===== config.mk =====
export PLATFORM = sky130hd
export DESIGN_NAME = ram_sync_flat
export DESIGN_NICKNAME = d
export VERILOG_FILES = /design/src/rtl/ram_sync_if.sv /design/src/rtl/ram_sync.sv /design/src/flat_wrapper.sv
export SDC_FILE = /design/constraint.sdc
export NUM_CORES = 2
export LEC_CHECK = 0
export CORE_MARGIN = 2
export CORE_UTILIZATION = 40
export DETAILED_ROUTE_END_ITERATION = 7
export GPL_ROUTABILITY_DRIVEN = 1
export PLACE_DENSITY = 0.63
export SLEW_MARGIN = 25
export SYNTH_ARGS = -nofsm -noshare
export SYNTH_HDL_FRONTEND = slang
export SYNTH_SLANG_ARGS = --single-unit

===== constraint.sdc =====
create_clock -name clk2 -period 10.7 [get_ports clk2]
set_clock_uncertainty 0.1 [all_clocks]
set_input_delay 1.07 -clock clk2 [delete_from_list [all_inputs] [get_ports clk2]]
set_output_delay 1.07 -clock clk2 [all_outputs]
set_load 0.05 [all_outputs]

===== src/rtl/ram_sync_if.sv =====
// ram_sync_if: command/address/data bus between the CPU datapath and ram_sync.
// The master drives the command word, address and write data; the slave
// returns registered read data plus the ready and error flags.
interface ram_sync_if #(
   parameter int DATA_W = 8,
   parameter int ADDR_W = 8
);
   logic [1:0]        cword;
   logic [ADDR_W-1:0] eab;
   logic [DATA_W-1:0] din;
   logic [DATA_W-1:0] edb;
   logic              rdy;
   logic              err;

   modport master (output cword, eab, din, input edb, rdy, err);
   modport slave  (input cword, eab, din, output edb, rdy, err);
endinterface


===== src/rtl/ram_sync.sv =====
// ram_sync: synchronous-read word RAM with a post-reset initialisation pass.
// After reset it writes one word per cycle (INIT), then serves nop / write /
// read / swap commands (RUN). Read data is registered (1-cycle latency).
// Optional feature macro: RAM_SYNC_BOOT_EN -- when defined, INIT loads the
// boot program into words 0..9 instead of zero-filling them.
// DEPTH must lie in 16..2**ADDR_W; the interface widths must match DATA_W/ADDR_W.
module ram_sync #(
   parameter int DATA_W = 8,
   parameter int ADDR_W = 8,
   parameter int DEPTH  = 256
) (
   input  logic       clk2,
   input  logic       reset,
   ram_sync_if.slave  bus
);

   typedef enum logic {ST_INIT, ST_RUN} state_e;
   typedef enum logic [1:0] {
      CMD_NOP   = 2'b00,
      CMD_WRITE = 2'b01,
      CMD_READ  = 2'b10,
      CMD_SWAP  = 2'b11
   } cmd_e;

   state_e            state_q, state_d;
   logic [ADDR_W-1:0] icnt_q, icnt_d;
   logic [DATA_W-1:0] edb_q, edb_d;
   logic              rdy_q, rdy_d;
   logic              err_q, err_d;

   logic [DATA_W-1:0] mem [DEPTH];
   logic              mem_we;
   logic [ADDR_W-1:0] mem_addr;
   logic [DATA_W-1:0] mem_wdata;
   logic [DATA_W-1:0] rd_data;
   logic [DATA_W-1:0] init_word;
   logic              addr_ok;
   cmd_e              cmd;

   assign cmd     = cmd_e'(bus.cword);
   assign addr_ok = (32'(bus.eab) < DEPTH);
   assign rd_data = mem[bus.eab];

`ifdef RAM_SYNC_BOOT_EN
   // Boot program image, zero-extended to the word width; all other words are 0.
   function automatic logic [DATA_W-1:0] boot_word(input logic [ADDR_W-1:0] a);
      logic [7:0] b;
      b = 8'h00;
      case (a)
         ADDR_W'(0): b = 8'hC4;
         ADDR_W'(1): b = 8'h06;
         ADDR_W'(2): b = 8'h05;
         ADDR_W'(3): b = 8'h56;
         ADDR_W'(4): b = 8'hA4;
         ADDR_W'(5): b = 8'h0B;
         ADDR_W'(6): b = 8'h0C;
         ADDR_W'(7): b = 8'h03;
         ADDR_W'(8): b = 8'h00;
         ADDR_W'(9): b = 8'h02;
         default:    b = 8'h00;
      endcase
      return DATA_W'(b);
   endfunction

   assign init_word = boot_word(icnt_q);
`else
   assign init_word = '0;
`endif

   // Next-state, output and array-port decode for the INIT/RUN machine.
   // NOTE: every signal gets a default first so no path leaves it unassigned (no latches).
   always_comb begin
      state_d   = state_q;
      icnt_d    = icnt_q;
      edb_d     = edb_q;
      rdy_d     = rdy_q;
      err_d     = 1'b0;
      mem_we    = 1'b0;
      mem_addr  = bus.eab;
      mem_wdata = bus.din;

      case (state_q)
         ST_INIT: begin
            // Commands are ignored while initialising; anything but nop is flagged.
            mem_we    = 1'b1;
            mem_addr  = icnt_q;
            mem_wdata = init_word;
            err_d     = (cmd != CMD_NOP);
            if (icnt_q == ADDR_W'(DEPTH - 1)) begin
               state_d = ST_RUN;
               rdy_d   = 1'b1;
            end else begin
               icnt_d = icnt_q + 1'b1;
            end
         end
         ST_RUN: begin
            case (cmd)
               CMD_WRITE: begin
                  mem_we = addr_ok;
                  err_d  = !addr_ok;
               end
               CMD_READ: begin
                  edb_d = addr_ok ? rd_data : '0;
                  err_d = !addr_ok;
               end
               CMD_SWAP: begin
                  // Old word goes to edb while the new one is written on the same edge.
                  edb_d  = addr_ok ? rd_data : '0;
                  mem_we = addr_ok;
                  err_d  = !addr_ok;
               end
               default: ;
            endcase
         end
         default: state_d = ST_INIT;
      endcase
   end

   // Control and output registers; reset forces INIT and clears the counter.
   // NOTE: sequential state uses nonblocking assignments so all registers update together.
   always_ff @(posedge clk2 or negedge reset) begin
      if (!reset) begin
         state_q <= ST_INIT;
         icnt_q  <= '0;
         edb_q   <= '0;
         rdy_q   <= 1'b0;
         err_q   <= 1'b0;
      end else begin
         state_q <= state_d;
         icnt_q  <= icnt_d;
         edb_q   <= edb_d;
         rdy_q   <= rdy_d;
         err_q   <= err_d;
      end
   end

   // Array write port.
   // NOTE: the array has no reset; the INIT pass rewrites every word after each reset.
   always_ff @(posedge clk2) begin
      if (mem_we) begin
         mem[mem_addr] <= mem_wdata;
      end
   end

   assign bus.edb = edb_q;
   assign bus.rdy = rdy_q;
   assign bus.err = err_q;

endmodule


===== src/flat_wrapper.sv =====
// flat-port wrapper written by rule: the top's interface ports become plain ports
module ram_sync_flat 
#(
   parameter int DATA_W = 8,
   parameter int ADDR_W = 8,
   parameter int DEPTH  = 256
)
  (clk2, reset, bus_cword, bus_eab, bus_din, bus_edb, bus_rdy, bus_err);
  ram_sync_if #(.DATA_W(DATA_W), .ADDR_W(ADDR_W)) bus_i ();
  input  logic clk2;
  input  logic reset;
  input wire logic [$bits(bus_i.cword)-1:0] bus_cword;
  input wire logic [$bits(bus_i.eab)-1:0] bus_eab;
  input wire logic [$bits(bus_i.din)-1:0] bus_din;
  output wire logic [$bits(bus_i.edb)-1:0] bus_edb;
  output wire logic [$bits(bus_i.rdy)-1:0] bus_rdy;
  output wire logic [$bits(bus_i.err)-1:0] bus_err;
  assign bus_i.cword = bus_cword;
  assign bus_i.eab = bus_eab;
  assign bus_i.din = bus_din;
  assign bus_edb = bus_i.edb;
  assign bus_rdy = bus_i.rdy;
  assign bus_err = bus_i.err;
  ram_sync #(.DATA_W(DATA_W), .ADDR_W(ADDR_W), .DEPTH(DEPTH)) u_core (.clk2(clk2), .reset(reset), .bus(bus_i));
endmodule

==> results.cfg <==
[final_layout]
final_common_cell = edfxtp_1
multi_input_area_sq_um = 17500
final_cell_mix = 2048 x edfxtp_1, 367 x mux2i_1, 337 x mux4_2
final_cells = 6989
nFillCells = 16976
nNetsFinal = 4168
area_delta_synth_final_pct = 11.4
layout-drive-gt1-share_pct = 17.4
regArea_sq_um = 62000

[floorplanning]
io_pins = 30
initial_core_util_pct = 40.2
die_y_um = 454
die_w_um = 454
placementRows = 165
die-area_sq_um = 206000
core_area_sq_um = 202000

[pwr]
ir_drop_v = 0.000173
powerDensity_nw_per_um2 = 178
p_leak_nw = 23.6

[setup_path]
reg2reg_to = u_core.mem[221][6]
r2r_slack_ns = 6.60
crit_family = compound AO/OA/AOI/OAI gates
worstPathRequired_ns = 11.32
cp_max_fo = 92
r2r_cells = 4
worst-setup-path-type = in -> reg
cp-end-kind = flop
path_buf_inv = 2
critPathMaxStageDelay_ns = 0.77
cp_slowest_cell = a211oi_1
crit_arrival_ns = 5.32
path_cells = buf_8 > buf_12 > nand3_1 > o22ai_1 > a211o_1 > a21oi_1 > a211oi_1 > o2111ai_1 > o311ai_1
startpoint_type = primary input
r2r-start = u_core.state_q

[drt]
antenna_left = 0
initialDrtViolationCount = 4977
drcViolationCount = 0
wl_met2_mm = 97.6
top_layer_used = met5
dr.pass1.iters = 8
wl_met3_mm = 15.4
post_drt_wl_per_cell_um = 28.9
drt-total-wl_mm = 202
via_count = 40411
wl_met1_mm = 82.8
routed_via_density = 5.78

[yosys]
synth_xor_area_share_pct = 0.0540
ys_async_sr_fraction_pct = 0.919
ys_seq_area_share_pct = 76.4
synth-edff-count = 2048
yosys.area_share.simple_pct = 2.97
yosys_warnings = 0
synthAdderAreaFrac_pct = 0.0154
synth_top_family_by_area = multiplexers
ys_seq_elements = 2067
muxShareOfSynthArea_pct = 14.3
syn_area_per_cell_sq_um = 19.9
syn-num-nets = 4107
netlist_area_sq_um = 81100
syn_inst = 4086
synth_flop_cell = edfxtp_1
netlist-cell-type-count = 67
synth_compound_area_share_pct = 4.05

[sta]
setup-violations-final = 0
timing.setup.tns_ns = 0
min_period_ns = 4.70
slew_headroom_pct = 24.2
drv_slew = 0
finalHoldViolCount = 0
fmax_ghz = 0.213
fin_crit_sh_pct = 43.9
tightest_slew_ns = 1.13
rsz0062_at_grt = no

[clocking]
cts_buffer_depth = 3
clk_latency_ns = 0.83
post_cts_resized = 0
htreeDepth = 4
cts_buffers = 199
cts_setup_buffers = 0
root_buffer = clkbuf_16
clock-sinks = 2067
cts_tree = yes
cts_hold_buf = 0
clkSlewWorstSetupHoldPaths_ns = 0.06

[global_routing]
antenna_found_initial = 7
grt_pass1_vias = 40005
grt_max_degree = 223
grt_usage_pct = 19.3
overflow = 0
grt_pass1_wl_mm = 289

[min_path]
hold_path.startpoint = u_core.icnt_q[5]
min_path_type = reg -> reg
hold_path_end = u_core.icnt_q[5]
hold_depth = 1

[place]
hpwl_mm = 121
numPortBuffers = 29
gp_congestion = 0.843
dp_cells = 6613

[run_status]
status = complete, no violations

[flow_run]
maxCapViolCount = 0
## worst reg2reg max path: stages (launching register included)
cell and delay (ns):
dfrtp_1 0.64, buf_4 0.36, o21ai_0 0.65, nand2_1 0.81, nor2_1 1.13
## worst max-delay path by stage
stage               startpoint                end  slack (ns)  depth (start not counted)
floorplan           bus_din[0]   u_core.mem[0][0]        5.44                          1
global placement    bus_eab[0]  u_core.bus.edb[0]        5.13                         10
detailed placement  bus_eab[0]  u_core.bus.edb[0]        5.22                         10
CTS                 bus_eab[0]  u_core.bus.edb[2]        6.05                          9
global route        bus_eab[0]  u_core.bus.edb[0]        5.79                         10
finish              bus_eab[0]  u_core.bus.edb[2]        6.00                          9
## logic make-up after synthesis
| logic type | Yosys count |
|---|---|
| fa+ha+maj | 1 |
| simple gates | 560 |
| buf+inv | 254 |
| xor+xnor | 5 |
| flops | 2067 |
| compound gates | 475 |
| mux | 724 |
## power breakdown
group          switching [mW]  internal, mW
logic                   0.279         0.137
clock network            2.99          3.96
registers           0.0000498          8.76
## layer usage
metal | GRT usage [%] | vias up
met3 | 3.50 | 344
met4 | 6.09 | 4
met2 | 31.1 | 1737
li1 | - | 17010
met1 | 26.8 | 21316
met5 | 0 | -
## stage by stage
| step | setup slack, ns | area (sq um) | hold slack (ns) | total power, mW | util (%) |
|---|---|---|---|---|---|
| floorplan | 5.44 | 81100 | 0.408 | 9.23 | - |
| global placement | 5.13 | 83700 | 0.454 | 9.35 | 41.5 |
| detailed placement | 5.22 | 83800 | 0.458 | 9.35 | 41.5 |
| CTS | 6.05 | 90200 | 0.470 | 16.2 | 44.7 |
| global route | 5.79 | 90400 | 0.515 | 16.5 | 44.8 |
| finish | 6.00 | 90400 | 0.490 | 16.1 | 44.8 |
## area by class of cell
class / instances / share of cell area, %
multi-input combinational: 1765 / 19.4
clock buffer: 267 / 6.00
tap: 2672 / 3.70
antenna: 2 / 0.00554
inverter: 7 / 0.0332
clock inverter: 102 / 1.14
timing repair buffer: 107 / 1.16
sequential: 2067 / 68.6
## registers in the layout, indices dropped and copies added, names as in the netlist
name            flops
u_core.bus.err      1
u_core.bus.rdy      1
u_core.state_q      1
u_core.bus.edb      8
u_core.icnt_q       8
u_core.mem       2048
## synth_stat cells (3+ instances only)
cell type	number	area [sq um]
mux4_2	337	7590
o31ai_1	6	45.0
o22ai_1	106	663
o211ai_1	3	22.5
nor3_1	23	115
a2111oi_0	23	201
xor2_1	3	26.3
nor2b_1	5	31.3
nand4_1	6	37.5
buf_1	12	45.0
a31o_2	5	43.8
nand2b_1	6	37.5
dfrtp_1	19	475
buf_4	43	323
nand3b_1	6	45.0
o21ai_0	61	305
a31oi_1	8	50.1
a22o_1	3	26.3
inv_1	6	22.5
o2111ai_1	6	52.6
buf_2	56	280
a211o_1	5	43.8
mux4_1	9	236
buf_6	46	518
a211oi_1	41	308
edfxtp_1	2048	61500
buf_12	6	120
o21ai_1	3	15.0
nor2_1	279	1050
nand3_1	35	175
buf_8	15	225
mux2i_1	367	3670
clkbuf_1	69	259
nor4_1	8	50.1
mux2_2	11	124
o221ai_1	76	666
and2_1	17	106
a21oi_1	78	390
or3b_2	3	26.3
a221oi_1	28	245
nand2_1	150	563
or3_1	6	37.5
nor3b_1	4	30.0
a22oi_1	6	45.0
Note: power is estimated with default switching activity, not from simulation.
